$ cat src/rtl/serial_rx_pkg.sv
// Shared types and helpers for the serial frame receiver.
package serial_rx_pkg;

  typedef enum logic {
    IDLE  = 1'b0,
    SHIFT = 1'b1
  } rx_state_t;

  function automatic int unsigned cnt_width(input int unsigned n);
    return $clog2(n + 1);
  endfunction

endpackage

$ cat src/rtl/rx_bit_counter.sv
// Wrap counter: counts enabled edges 0..MAX-1, sync clear, rollover pulse on the
// enabled edge where the count is MAX-1.
module rx_bit_counter #(
  parameter int unsigned MAX = 137,
  parameter int unsigned W   = 8
) (
  input  logic clk,
  input  logic n_rst,
  input  logic en,
  input  logic clr,
  output logic rollover
);

  localparam logic [W-1:0] LAST = W'(MAX - 1);

  logic [W-1:0] count;

  assign rollover = en && (count == LAST);

  always_ff @(posedge clk or negedge n_rst) begin
    if (!n_rst) begin
      count <= '0;
    end else if (clr) begin
      count <= '0;
    end else if (en) begin
      count <= (count == LAST) ? '0 : count + W'(1);
    end
  end

endmodule

$ cat src/rtl/serial_frame_rx.sv
// Serial-to-parallel key/address/mode frame receiver with valid/ack handshake.
// Optional even-parity trailer bit enabled by SERIAL_FRAME_RX_PARITY_EN.
module serial_frame_rx
  import serial_rx_pkg::*;
#(
  parameter int unsigned KEY_W  = 128,
  parameter int unsigned ADDR_W = 8,
  parameter int unsigned MODE_W = 1
) (
  input  logic              clk,
  input  logic              n_rst,
  input  logic              shift_enable,
  input  logic              serial_in,
  input  logic              frame_start,
  input  logic              out_ack,
  output logic [KEY_W-1:0]  key,
  output logic [ADDR_W-1:0] address,
  output logic [MODE_W-1:0] mode,
  output logic              frame_valid,
  output logic              busy,
  output logic              overrun,
  output logic              parity_err
);

  localparam int unsigned FRAME_W = KEY_W + ADDR_W + MODE_W;
`ifdef SERIAL_FRAME_RX_PARITY_EN
  localparam int unsigned FLEN = FRAME_W + 1;
`else
  localparam int unsigned FLEN = FRAME_W;
`endif
  localparam int unsigned CNT_W = cnt_width(FLEN);

  // Only FLEN-1 bits are stored; the completing bit is taken straight from serial_in.
  logic [FLEN-2:0]    sr;
  logic [FLEN-1:0]    frame_next;
  logic [FRAME_W-1:0] data;
  logic               advance;
  logic               complete;
  logic               load;
  rx_state_t          state;

  assign advance    = shift_enable && !frame_start;
  assign frame_next = {sr, serial_in};
  assign load       = complete && (!frame_valid || out_ack);
  assign busy       = (state == SHIFT);

`ifdef SERIAL_FRAME_RX_PARITY_EN
  assign data = frame_next[FLEN-1:1];
`else
  assign data = frame_next;
`endif

  rx_bit_counter #(
    .MAX (FLEN),
    .W   (CNT_W)
  ) u_bit_counter (
    .clk      (clk),
    .n_rst    (n_rst),
    .en       (advance),
    .clr      (frame_start),
    .rollover (complete)
  );

  always_ff @(posedge clk or negedge n_rst) begin
    if (!n_rst) begin
      sr <= '0;
    end else if (frame_start) begin
      sr <= '0;
    end else if (shift_enable) begin
      sr <= frame_next[FLEN-2:0];
    end
  end

  always_ff @(posedge clk or negedge n_rst) begin
    if (!n_rst) begin
      state       <= IDLE;
      key         <= '0;
      address     <= '0;
      mode        <= '0;
      frame_valid <= 1'b0;
      overrun     <= 1'b0;
    end else begin
      if (frame_start) begin
        state <= IDLE;
      end else if (shift_enable) begin
        state <= complete ? IDLE : SHIFT;
      end

      if (load) begin
        key         <= data[FRAME_W-1 -: KEY_W];
        address     <= data[ADDR_W+MODE_W-1 -: ADDR_W];
        mode        <= data[MODE_W-1:0];
        frame_valid <= 1'b1;
        overrun     <= 1'b0;
      end else if (complete) begin
        overrun <= 1'b1;
      end else if (out_ack && frame_valid) begin
        frame_valid <= 1'b0;
        overrun     <= 1'b0;
      end
    end
  end

`ifdef SERIAL_FRAME_RX_PARITY_EN
  always_ff @(posedge clk or negedge n_rst) begin
    if (!n_rst) begin
      parity_err <= 1'b0;
    end else if (load) begin
      parity_err <= ^frame_next;
    end
  end
`else
  assign parity_err = 1'b0;
`endif

endmodule

$ cat config.mk
export PLATFORM = sky130hd
export DESIGN_NAME = serial_frame_rx
export DESIGN_NICKNAME = d
export VERILOG_FILES = /design/src/rtl/serial_rx_pkg.sv /design/src/rtl/rx_bit_counter.sv /design/src/rtl/serial_frame_rx.sv
export SDC_FILE = /design/constraint.sdc
export NUM_CORES = 1
export LEC_CHECK = 0
export ABC_CLOCK_PERIOD_IN_PS = 2200
export BUFFER_PORTS_ARGS = -buffer_cell sky130_fd_sc_hd__buf_2
export CAP_MARGIN = 10
export CELL_PAD_IN_SITES_DETAIL_PLACEMENT = 0
export CELL_PAD_IN_SITES_GLOBAL_PLACEMENT = 2
export CORE_ASPECT_RATIO = 0.7
export CORE_MARGIN = 4
export CORE_UTILIZATION = 40
export CTS_CLUSTER_DIAMETER = 60
export DETAILED_ROUTE_END_ITERATION = 16
export PLACE_DENSITY_LB_ADDON = 0.15
export REMOVE_ABC_BUFFERS = 1
export SYNTH_ARGS = -nofsm -noshare
export SYNTH_HDL_FRONTEND = slang
export SYNTH_SLANG_ARGS = --single-unit
export TNS_END_PERCENT = 100
$ cat constraint.sdc
create_clock -name clk -period 2.2 [get_ports clk]
set_input_delay 0.44 -clock clk [delete_from_list [all_inputs] [get_ports clk]]
set_output_delay 0.44 -clock clk [all_outputs]
set_load 0.1 [all_outputs]
==> out/metrics.csv, run 1 <==
metric,value,unit
final_cell_mix,"dfrtp_1, buf_2, nor2_1",
ys_warn_count,0,
synth.distinct_cells,42,
cp.required,2.63,ns
cts.clk_slew.worst_paths,0.06,ns
worst_setup_path_start_kind,register,
post-dp-hpwl,14.9,mm
hold_viol_final,0,
initial_core_util,40.7,%
cp_common_cell,buf_12,
gp_congestion,0.730,
grt_pass1_wl,38.7,mm
grt_max_degree,137,
cts_root_buf,clkbuf_16,
rows,52,
cp.arrival,2.40,ns
dieArea,0.0323,sq mm
clock-sinks,284,
maxSlewViolCount,0,
drt-total-wl,23.6,mm
hp-class,primary input to register,
cp_top_family,buffers and inverters,
cp_num_cells,7,
first_pass_iters,4,
nNetsFinal,950,
syn_area_per_cell,15.0,sq um
synth_area,0.0118,sq mm
top_usage_layer,met1,
rsz0062_at_grt,false,
ys_async_sr_fraction,100,%
maxCapViolCount,0,
antenna_found_initial,0,
min_period,1.98,ns
ios,147,
fin_area,0.0140,sq mm
tightest_slew,0.695,ns
cp.buffers_inverters,3,
placedInstanceArea,0.0130,sq mm
netlist_instances,788,
grtUsageTotal,14.7,%
period_share,89.9,%
powerDensity,771,mW/mm^2
wire_per_inst,17.6,um
avgViaCountPerCell,4.86,
ys_seq_area_share,60.3,%
vias,6513,
cpMaxStageDelayCell,dfrtp_1,
ff2ff_path_depth,7,
ir_drop,0.684,mV
leakage,7.88,nW
grtUsageMet3,3.68,%
worstSetupPathType,register to register,
io_buffers,145,
cp_max_fo,23,
die_y,152,um
cts_tree,built,
areaGrowthSynthToFinish,19.1,%
synth-edff-count,0,
mostFrequentLayoutCell,dfrtp_1,
worst_slew_margin_rel,53.7,%
numCtsBuffers,30,
cp_cell_sequence,"inv_1, ha_1, and4bb_2, nand4_4, buf_12, buf_12, mux2_2",
grt-ovfl-total,0,
clockBufferDepth,3,
ys.flop_type,dfrtp_1,
max_stage_delay,0.41,ns
outcome,completed,
drtIter0Drc,281,
setup_viol,0,
use_met2,21.3,%
cts_max_level,1,
drcViolationCount,0,
grt_util_met1,22.2,%
skew,0.00806,ns
core,0.0290,sq mm
grt_pass1_vias,6815,
postRouteAntennaNets,0,
holdPathStages,2,
insertion_delay,0.55,ns
ys_ff_latch,284,
die_w,213,um
ctsResizeCount,0,
fmax,506,MHz
postLayoutCoreUtil,48.5,%
cp-end-kind,register,
drive_gt1_share,37.7,%
## state kept, by name, indices dropped and copies added (netlist names)
| name | flops |
|---|---|
| key | 128 |
| busy | 1 |
| sr | 136 |
| mode | 1 |
| address | 8 |
| overrun | 1 |
| u_bit_counter.count | 8 |
| frame_valid | 1 |
## worst paths after layout
| check | startpoint | endpoint | slack (ns) |
|---|---|---|---|
| max in group asynchronous | n_rst | sr[11] | 1.07 |
| min in group asynchronous | n_rst | sr[95] | 0.44 |
| setup reg to reg | u_bit_counter.count[0] | address[2] | 0.22 |
| setup / recovery | u_bit_counter.count[0] | address[2] | 0.22 |
| hold reg to reg | busy | busy | 0.50 |
| hold / removal | serial_in | mode | 0.15 |
## kinds of logic (layout without fill, tap and decap cells)
logic type / after synthesis / count (layout) / synth area share (%)
xor gates and xnor gates: 1 / 1 / 0.0743
adders and majority gates: 2 / 2 / 0.212
other: 1 / 2 / 0.0318
buffers and inverters: 50 / 223 / 3.56
muxes: 274 / 274 / 28.9
DFF: 284 / 284 / 60.3
AOI/OAI and AO/OA: 15 / 15 / 1.09
and+or+nand+nor: 161 / 161 / 5.84
## cells in the mapped netlist, types with 4 or more instances
| library cell | count | share of area (%) |
|---|---|---|
| buf_2 | 15 | 0.64 |
| buf_1 | 4 | 0.13 |
| nand3_1 | 5 | 0.21 |
| mux2_2 | 8 | 0.76 |
| mux2i_1 | 136 | 12 |
| mux2_4 | 130 | 17 |
| dfrtp_1 | 284 | 60 |
| nor2_1 | 137 | 4.4 |
| clkbuf_1 | 12 | 0.38 |
| buf_12 | 11 | 1.9 |
| nand2_1 | 5 | 0.16 |
| buf_6 | 4 | 0.38 |
## area by class of cell
class,instances,area (sq um)
diodes,1,2.50
inverters,3,11.3
flip-flops and latches,284,7110
multi-input cells,454,4260
fillers,2489,14900
clock inverters,13,179
clock buffers,38,852
repair buffers,169,1150
well taps,378,473
## per-stage QoR
step	total power, mW	worst slack [ns]	TNS (ns)	hold slack, ns	instances
6_report	10.8	0.223	0	0.147	1340
5_1_grt	11.3	0.131	0	0.120	1339
4_1_cts	11.0	0.220	0	0.111	1339
3_5_place_dp	5.70	0.227	0	0.416	1287
3_3_place_gp	5.70	0.288	0	0.420	1287
2_1_floorplan	5.42	-1.96	-266.15	0.144	741
## metal layers
| layer | part of all wire (%) | vias to the layer above |
|---|---|---|
| li1 | - | 3021 |
| met1 | 50 | 3343 |
| met2 | 43 | 118 |
| met3 | 5.1 | 31 |
| met4 | 2.2 | 0 |
| met5 | 0 | - |
## power breakdown
part | total [mW] | leakage [nW] | internal (mW) | switching (mW)
clock network | 5.23 | 0.498 | 3.19 | 2.04
logic | 0.358 | 3.42 | 0.105 | 0.253
registers | 5.24 | 3.97 | 5.23 | 0.00758
total | 10.8 | 7.88 | 8.52 | 2.30
## timing repair
action,CTS,global route
setup buffers,0,0
endpoints found under the hold margin,46,0
hold buffers,1,0
No activity file was read; power rests on OpenSTA's default activity.
==> run 2, diff against run 1 <==
==> constraint.sdc (replaced) <==
create_clock -name clk -period 2.2 [get_ports clk]
set_input_delay 0.22 -clock clk [delete_from_list [all_inputs] [get_ports clk]]
set_output_delay 0.22 -clock clk [all_outputs]
set_load 0.1 [all_outputs]
==> run 2 against run 1 <==
Sequential power about the same. Non-clock buffer count fell by 2. Die area stayed put. Design area fell by 1.7%. Register-to-register slack lost 0.02 ns. Critical path type unchanged.
==> out/metrics.csv, run 2 (synthesized netlist as in run 1, its figures left out) <==
metric,value,unit
postRouteAntennaNets,0,
powerDensity,734,mW/mm^2
rows,52,
grtUsageMet3,4.10,%
maxSlewViolCount,0,
skew,0.00884,ns
clockBufferDepth,3,
min_period,1.99,ns
setup_ws,0.206,ns
setup_viol,0,
largest_reg_flops,136,
grt_max_degree,122,
hp-class,primary input to register,
io_buffers,145,
wire_per_inst,17.7,um
drtIter0Drc,357,
cp_common_cell,buf_12,
cpMaxStageDelayCell,dfrtp_1,
ir_drop,0.395,mV
cp.required,2.63,ns
p_int,7.92,mW
nFillCells,2511,
finalSetupTns,0,ns
drt-total-wl,23.6,mm
cp_top_family,buffers and inverters,
numCtsBuffers,29,
cts_tree,built,
cts_root_buf,clkbuf_16,
worst_slew_margin_rel,43.7,%
insertion_delay,0.54,ns
gp_congestion,0.728,
antenna_found_initial,0,
power.switching,2.22,mW
swShare,21.9,%
combPwrFrac,3.4,%
maxCapViolCount,0,
cts.clk_slew.worst_paths,0.06,ns
grt_util_met1,21.3,%
leakage,7.78,nW
placedInstanceArea,0.0129,sq mm
die_y,152,um
core,0.0290,sq mm
largest_register,sr,
clkPwrFrac,44.9,%
nNetsFinal,947,
place_ws,0.201,ns
fmax,502,MHz
top_usage_layer,met2,
worstSetupPathType,register to register,
worst_setup_path_start_kind,register,
grt_pass1_vias,6894,
grt_pass1_wl,38.7,mm
grt-ovfl-total,0,
mostFrequentLayoutCell,dfrtp_1,
cp_cell_sequence,"inv_1, ha_1, and4bb_2, nand4_4, buf_12, buf_12, mux2_2",
diodes,0,
drcViolationCount,0,
cp-end-kind,register,
cp.buffers_inverters,3,
ios,147,
tightest_slew,0.844,ns
die_w,213,um
fin_area,0.0138,sq mm
period_share,90.6,%
final_cell_mix,"dfrtp_1, buf_2, nor2_1",
cp_max_fo,18,
rsz0062_at_grt,false,
post_cts_buffers,0,
reg_top3,"sr x136, key x128",
hold_viol_final,0,
initial_core_util,40.7,%
vias,6466,
first_pass_iters,4,
areaGrowthSynthToFinish,17.1,%
post-dp-hpwl,14.8,mm
grtUsageTotal,14.8,%
avgViaCountPerCell,4.84,
outcome,completed,
p_seq_share,51.7,%
dieArea,0.0323,sq mm
drive_gt1_share,36.5,%
cts_max_level,1,
max_stage_delay,0.40,ns
cp.arrival,2.42,ns
use_met2,22.6,%
clock-sinks,284,
[run 2: cell types whose count changed in the layout (fill, tap and decap cells not counted)]
cell and delta:
buf_12 -5, buf_4 +1, bufinv_16 -4, clkbuf_1 +7, clkbuf_16 -2, clkinv_4 +1
clkinvlp_4 -3, diode_2 -1, dlygate4sd3_1 +2
[run 2: path summary, 6_finish.rpt]
kind	startpoint	endpoint	slack, ns	depth (start not counted)
min	shift_enable	sr[40]	0.03	3
max in group asynchronous	n_rst	address[7]	1.33	3
max reg2reg	u_bit_counter.count[0]	key[127]	0.21	7
min in group asynchronous	n_rst	key[102]	0.18	2
min reg2reg	busy	busy	0.49	1
max	u_bit_counter.count[0]	key[127]	0.21	7
[run 2: area by class of cell]
class	instances	area [sq um]	share of cell area (%)
flip-flops and latches	284	7110	51.5
clock buffers	43	828	6.00
repair buffers	167	1080	7.84
well taps	378	473	3.43
inverters	3	11.3	0.0816
clock inverters	7	45.0	0.326
multi-input cells	454	4260	30.8
[run 2: metrics by stage]
step	util (%)	std cells	total power, mW	hold WS, ns
6_report	47.7	1336	10.1	0.0325
3_5_place_dp	44.6	1283	5.69	0.167
2_1_floorplan	-	741	5.42	-0.0756
5_1_grt	47.7	1336	10.6	0.0502
3_3_place_gp	44.6	1283	5.68	0.165
4_1_cts	47.7	1336	10.3	0.00370
[run 2: repair_timing]
action | 4_1_cts | 5_1_grt
gates resized for setup | 0 | 0
hold endpoints to repair | 146 | 0
hold buffers | 3 | 0
[run 2: layer usage]
layer | routed length (um) | part of all wire (%) | vias up
met5 | 0 | 0 | -
met4 | 425 | 1.8 | 0
met3 | 1260 | 5.3 | 31
met2 | 10400 | 44 | 109
met1 | 11500 | 49 | 3321
li1 | - | - | 3005
[run 2: power groups by stage]
stage | logic (mW) | registers [mW] | clock network, mW
5_1_grt | 0.387 | 5.23 | 4.98
4_1_cts | 0.360 | 5.24 | 4.73
3_3_place_gp | 0.349 | 5.33 | 0
3_5_place_dp | 0.355 | 5.33 | 0
6_report | 0.345 | 5.24 | 4.56
2_1_floorplan | 0.0751 | 5.34 | 0
[run 2: tightest hold or removal path, cell delays in order]
cell and delay [ns]:
clkbuf_8 0.15, mux2i_1 0.08, nor2_1 0.08
